File: src/rtl/fp_normalizer.sv
// Iterative mantissa normaliser: one shift per cycle between the add/sub and rounding stages.
// Right-shifts once on carry-out, left-shifts until the hidden bit is set, then classifies the result.
module fp_normalizer #(
  parameter int unsigned EXP_W  = 8,
  parameter int unsigned FRAC_W = 23
) (
  input  logic              clk,
  input  logic              rst,
  input  logic              in_valid,
  output logic              in_ready,
  input  logic [EXP_W-1:0]  in_exp,
  input  logic [FRAC_W+1:0] in_mant,
  input  logic              in_sticky,
  output logic              out_valid,
  input  logic              out_ready,
  output logic [EXP_W-1:0]  out_exp,
  output logic [FRAC_W-1:0] out_frac,
  output logic              out_sticky,
  output logic              out_zero,
  output logic              out_subnormal,
  output logic              out_overflow
);

  localparam int unsigned MANT_W = FRAC_W + 2;

  typedef enum logic [1:0] {StIdle, StNorm, StDone} state_e;

  state_e              r_state, w_state_nxt;
  logic [EXP_W-1:0]    r_exp, w_exp_nxt, w_exp_inc;
  logic [MANT_W-1:0]   r_mant, w_mant_nxt;
  logic                r_sticky, w_sticky_nxt;
  logic                r_zero, w_zero_nxt;
  logic                r_sub, w_sub_nxt;
  logic                r_ovf, w_ovf_nxt;

  assign w_exp_inc = r_exp + EXP_W'(1);

  always_ff @(posedge clk) begin
    if (rst) begin
      r_state <= StIdle;
    end else begin
      r_state <= w_state_nxt;
    end
  end

  always_comb begin
    w_state_nxt  = r_state;
    w_exp_nxt    = r_exp;
    w_mant_nxt   = r_mant;
    w_sticky_nxt = r_sticky;
    w_zero_nxt   = r_zero;
    w_sub_nxt    = r_sub;
    w_ovf_nxt    = r_ovf;
    unique case (r_state)
      StIdle: begin
        if (in_valid) begin
          w_exp_nxt    = in_exp;
          w_mant_nxt   = in_mant;
          w_sticky_nxt = in_sticky;
          w_zero_nxt   = 1'b0;
          w_sub_nxt    = 1'b0;
          w_ovf_nxt    = 1'b0;
          w_state_nxt  = StNorm;
        end
      end
      StNorm: begin
        // Exponent can only reach all-ones via overflow (which exits at once), so this is Inf/NaN.
        if (r_exp == '1) begin
          w_state_nxt = StDone;
        end else if (r_mant == '0) begin
          w_exp_nxt   = '0;
          w_zero_nxt  = 1'b1;
          w_state_nxt = StDone;
        end else if (r_mant[MANT_W-1]) begin
          w_mant_nxt   = r_mant >> 1;
          w_sticky_nxt = r_sticky | r_mant[0];
          w_exp_nxt    = w_exp_inc;
          if (w_exp_inc == '1) begin
            w_mant_nxt  = '0;
            w_ovf_nxt   = 1'b1;
            w_state_nxt = StDone;
          end
        end else if (!r_mant[MANT_W-2]) begin
          if (r_exp > EXP_W'(1)) begin
            w_mant_nxt = r_mant << 1;
            w_exp_nxt  = r_exp - EXP_W'(1);
          end else begin
            w_exp_nxt   = '0;
            w_sub_nxt   = 1'b1;
            w_state_nxt = StDone;
          end
        end else begin
          w_state_nxt = StDone;
        end
      end
      StDone: begin
        if (out_ready) begin
          w_state_nxt = StIdle;
        end
      end
      default: w_state_nxt = StIdle;
    endcase
  end

  always_ff @(posedge clk) begin
    if (rst) begin
      r_exp    <= '0;
      r_mant   <= '0;
      r_sticky <= 1'b0;
      r_zero   <= 1'b0;
      r_sub    <= 1'b0;
      r_ovf    <= 1'b0;
    end else begin
      r_exp    <= w_exp_nxt;
      r_mant   <= w_mant_nxt;
      r_sticky <= w_sticky_nxt;
      r_zero   <= w_zero_nxt;
      r_sub    <= w_sub_nxt;
      r_ovf    <= w_ovf_nxt;
    end
  end

  always_comb begin
    in_ready      = (r_state == StIdle);
    out_valid     = (r_state == StDone);
    out_exp       = r_exp;
    out_frac      = r_mant[FRAC_W-1:0];
    out_sticky    = r_sticky;
    out_zero      = r_zero;
    out_subnormal = r_sub;
    out_overflow  = r_ovf;
  end

endmodule

File: config.mk
export PLATFORM = sky130hd
export DESIGN_NAME = fp_normalizer
export DESIGN_NICKNAME = d
export VERILOG_FILES = /design/src/rtl/fp_normalizer.sv
export SDC_FILE = /design/constraint.sdc
export NUM_CORES = 1
export LEC_CHECK = 0
export ABC_CLOCK_PERIOD_IN_PS = 2600
export CAP_MARGIN = 20
export CORE_MARGIN = 5
export CORE_UTILIZATION = 39
export CTS_BUF_LIST = sky130_fd_sc_hd__clkbuf_4 sky130_fd_sc_hd__clkbuf_8
export DETAILED_ROUTE_END_ITERATION = 16
export PLACE_DENSITY_LB_ADDON = 0.25
export SLEW_MARGIN = 25
export SYNTH_ARGS = -nofsm -noshare
export SYNTH_HDL_FRONTEND = slang
export SYNTH_SLANG_ARGS = --single-unit
export TNS_END_PERCENT = 50
File: constraint.sdc
create_clock -name clk -period 2.6 [get_ports clk]
set_input_delay 0.78 -clock clk [delete_from_list [all_inputs] [get_ports clk]]
set_output_delay 0.78 -clock clk [all_outputs]
set_load 0.1 [all_outputs]
==> impl_results.md <==
- Die Width: 96.35 um
- Status: finished, final reports clean
- CP Class: in2reg
- Syn-to-layout area delta: 21.60%
- Period minus WS final: 2346 ps
- Diode count: 0
- CP Launch Point: in_valid
- Max-cap violations: 0
- Vias in the first global route: 2902
- Worst-path cell chain: clkdlybuf4s50_1 > nor3b_2 > nor4_1 > a22oi_2 > nand3_1 > o32ai_1
- Longest Clk Path Bufs: 2
- Setup TNS: 0 ps
- Root buf cell: clkbuf_8
- Yosys reg bits: 39
- Slowest-stage cell, CP: clkdlybuf4s50_1
- CTS tree: built
- Post-synth EDFFs: 0
- Power per Cell Area: 1062 nW/um2
- Prevailing post-synth register cell: dfxtp_1
- First-pass GRT wire length: 14760 um
- Reg2Reg Setup Slack: 300 ps
- Ranking of synthesized cells by area: dfxtp_1, buf_4, o32ai_1
- Worst-Margin Slew: 722.4 ps
- Initial Utilization: 40.09%
- YS warnings: 0
- FF-to-FF End: r_mant[4]$_SDFFE_PP0P_
- Core footprint: 7253 um2
- Arrival time worst endpoint: 2540 ps
- Initial drt markers: 291
- Leakage: 1.309 nW
- GP Congestion: 0.8464
- TritonCTS buffer count: 5
- I/O pins: 75
- Antenna Nets Post-Route: 0
- RSZ-0062 raised after global routing: false
- Dpl hpwl: 6489 um
- Synth top cells by count: dfxtp_1, inv_1, buf_4, a21oi_1, o32ai_1
- WL/cell: 18.35 um
- Max Transition Viols Final: 0
- Top-area cell type share of the netlist area: 26.85%
- Setup violations, final: 0
- Critical path buffers and inverters: 1
- Core Rows: 31
- Routed wire length: 9067 um
- Post-synthesis simple-gate area fraction: 16.70%
- Setup crit end: r_mant[2]$_SDFFE_PP0P_
- Largest family of logic cells by synthesized area: compound AO/OA/AOI/OAI gates
- Via count: 2983
- XOR/XNOR Fraction of Synth Area: 0.6024%
- Post-synthesis mux area share: 1.076%
- Period utilisation layout: 90.23%
- Final Hold Fails: 0
- Clk sinks: 39
- Vias/cell: 6.038
- Postcts setup bufs: 0
- Post-route DRC: 0
- Max VDD drop: 0.5730 mV
- Critical R2R Launch: out_exp[0]$_SDFFE_PP0P_
- Crit path depth: 6
- Top delay family on crit path: simple AND/OR/NAND/NOR gates
- Reg clk slew, reported paths: 80 ps
- Crit-path max cell delay: 480 ps
- Global-route usage over all layers: 20.03%
- CP Capture Type: flop
- Synth unique cells: 62
- Largest net degree at the start of global routing: 30
- Gate Count Post-Synth: 351
- CP Launch Type: input port
- CTS Hold Bufs: 0
- Post-CTS Resized: 0
- Total grt overflow: 0
- Slew HR: 51.84%
- Compound-Gate Fraction of Synth Area: 35.67%
- Syn Nets: 393
- Maximum clock frequency: 426.3 MHz
- Die ar.: 9282 um2
- HP Class: reg2reg
- Worst EP required: 2790 ps
- Drt pass-1 iters: 6
- Synth Cell Area: 2908 um2
- Seq/Total Area, Yosys: 26.85%
- Htree depth: 2
- Synthesized area per cell: 8.284 um2
- Initial antenna violation count: 0
- Final nets: 436
- Clock skew: 5.637 ps
- Crit Path Max Fanout: 5
- Post-Synth Adder-Cell Area: 1.721%
- Fin Hold WS: 505.8 ps
- Die Ht: 96.35 um
- Reg2reg path depth: 7
- Share of cells above drive strength 1: 21.27%
- FFs w/ async S/R, synth: 0%
- Cell taking the most area after synthesis: dfxtp_1
- Clock Latency Late Sink: 290 ps
- Most common cell in the synthesized netlist: dfxtp_1
- Port Buffers: 74
-- cell families after synthesis --
group / after synthesis
AOI/OAI and AO/OA: 133
xor gates and xnor gates: 2
adders and majority gates: 4
buffers and inverters: 84
DFF: 39
muxes: 3
and+or+nand+nor: 86
-- report_power, final --
part / switching, W / internal [W]
Combinational: 0.00171 / 0.000670
Clock: 0.000224 / 0.000198
Sequential: 0.000219 / 0.000736
-- layer usage --
metal	routed length [um]	part of all wire [%]	vias to the layer above	GRT usage, %
met4	65	0.72	0	5.023
met5	0	0	-	0
li1	-	-	1427	-
met1	4025	44	1424	28.27
met2	4305	47	128	31.34
met3	671	7.4	4	3.675
-- final cells by class --
cell class              instances  area [um2]
repair buffers                 90       780.7
clock inverters                 2       12.51
fillers                       717        3717
flip-flops and latches         39       793.3
clock buffers                   6       76.32
inverters                      30       112.6
well taps                      99       123.9
multi-input cells             228        1637
-- state kept, by name, indices dropped and copies added (netlist names) --
signal / cells
r_mant: 25
out_exp: 8
r_state: 2
out_overflow: 1
out_sticky: 1
out_subnormal: 1
out_zero: 1
-- how the worst min path moves through the flow --
stage,endpoint,startpoint,cells past startpoint,slack [ps]
after global placement,out_overflow$_SDFFE_PP0P_,out_overflow$_SDFFE_PP0P_,1,480
after floorplan,r_mant[9]$_SDFFE_PP0P_,r_mant[9]$_SDFFE_PP0P_,2,470
after global routing,out_overflow$_SDFFE_PP0P_,out_overflow$_SDFFE_PP0P_,1,530
final,out_overflow$_SDFFE_PP0P_,out_overflow$_SDFFE_PP0P_,1,510
after detailed placement,out_overflow$_SDFFE_PP0P_,out_overflow$_SDFFE_PP0P_,1,490
after CTS,out_overflow$_SDFFE_PP0P_,out_overflow$_SDFFE_PP0P_,1,510
-- worst register-to-register path: cells and delay by family (launching register included) --
| family | cells | cell delay [ps] |
|---|---|---|
| AOI/OAI and AO/OA | 5 | 1440 |
| DFF | 1 | 430 |
| adders and majority gates | 1 | 240 |
| buffers and inverters | 1 | 110 |
-- placed cells by master (no fill, tap or decap), types with 7 or more instances in the layout --
| cell type | synthesis | layout |
|---|---|---|
| buf_4 | 28 | 52 |
| clkdlybuf4s50_1 | 0 | 37 |
| dfxtp_1 | 39 | 33 |
| inv_1 | 30 | 30 |
| a21oi_1 | 25 | 25 |
| o32ai_1 | 22 | 22 |
| a22oi_1 | 21 | 21 |
| a221oi_1 | 19 | 19 |
| nor2_1 | 16 | 15 |
| nand3_1 | 13 | 13 |
| nand4_1 | 9 | 9 |
| o21ai_0 | 9 | 9 |
| nand2_1 | 8 | 8 |
| nor3_1 | 7 | 7 |
-- per-stage QoR --
| step | setup WS [ps] | std cells | cell area [um2] | total power, W | utilization (%) |
|---|---|---|---|---|---|
| final | 254.1 | 494 | 3536 | 0.003755 | 48.75 |
| after detailed placement | 4.671 | 486 | 3440 | 0.003319 | 47.42 |
| after floorplan | 8.205 | 351 | 2923 | 0.002932 | - |
| after global placement | 120.2 | 486 | 3440 | 0.003303 | 47.42 |
| after global routing | 72.07 | 494 | 3536 | 0.003974 | 48.75 |
| after CTS | 155.1 | 494 | 3528 | 0.003741 | 48.65 |
No activity file was read; power rests on OpenSTA's default activity.
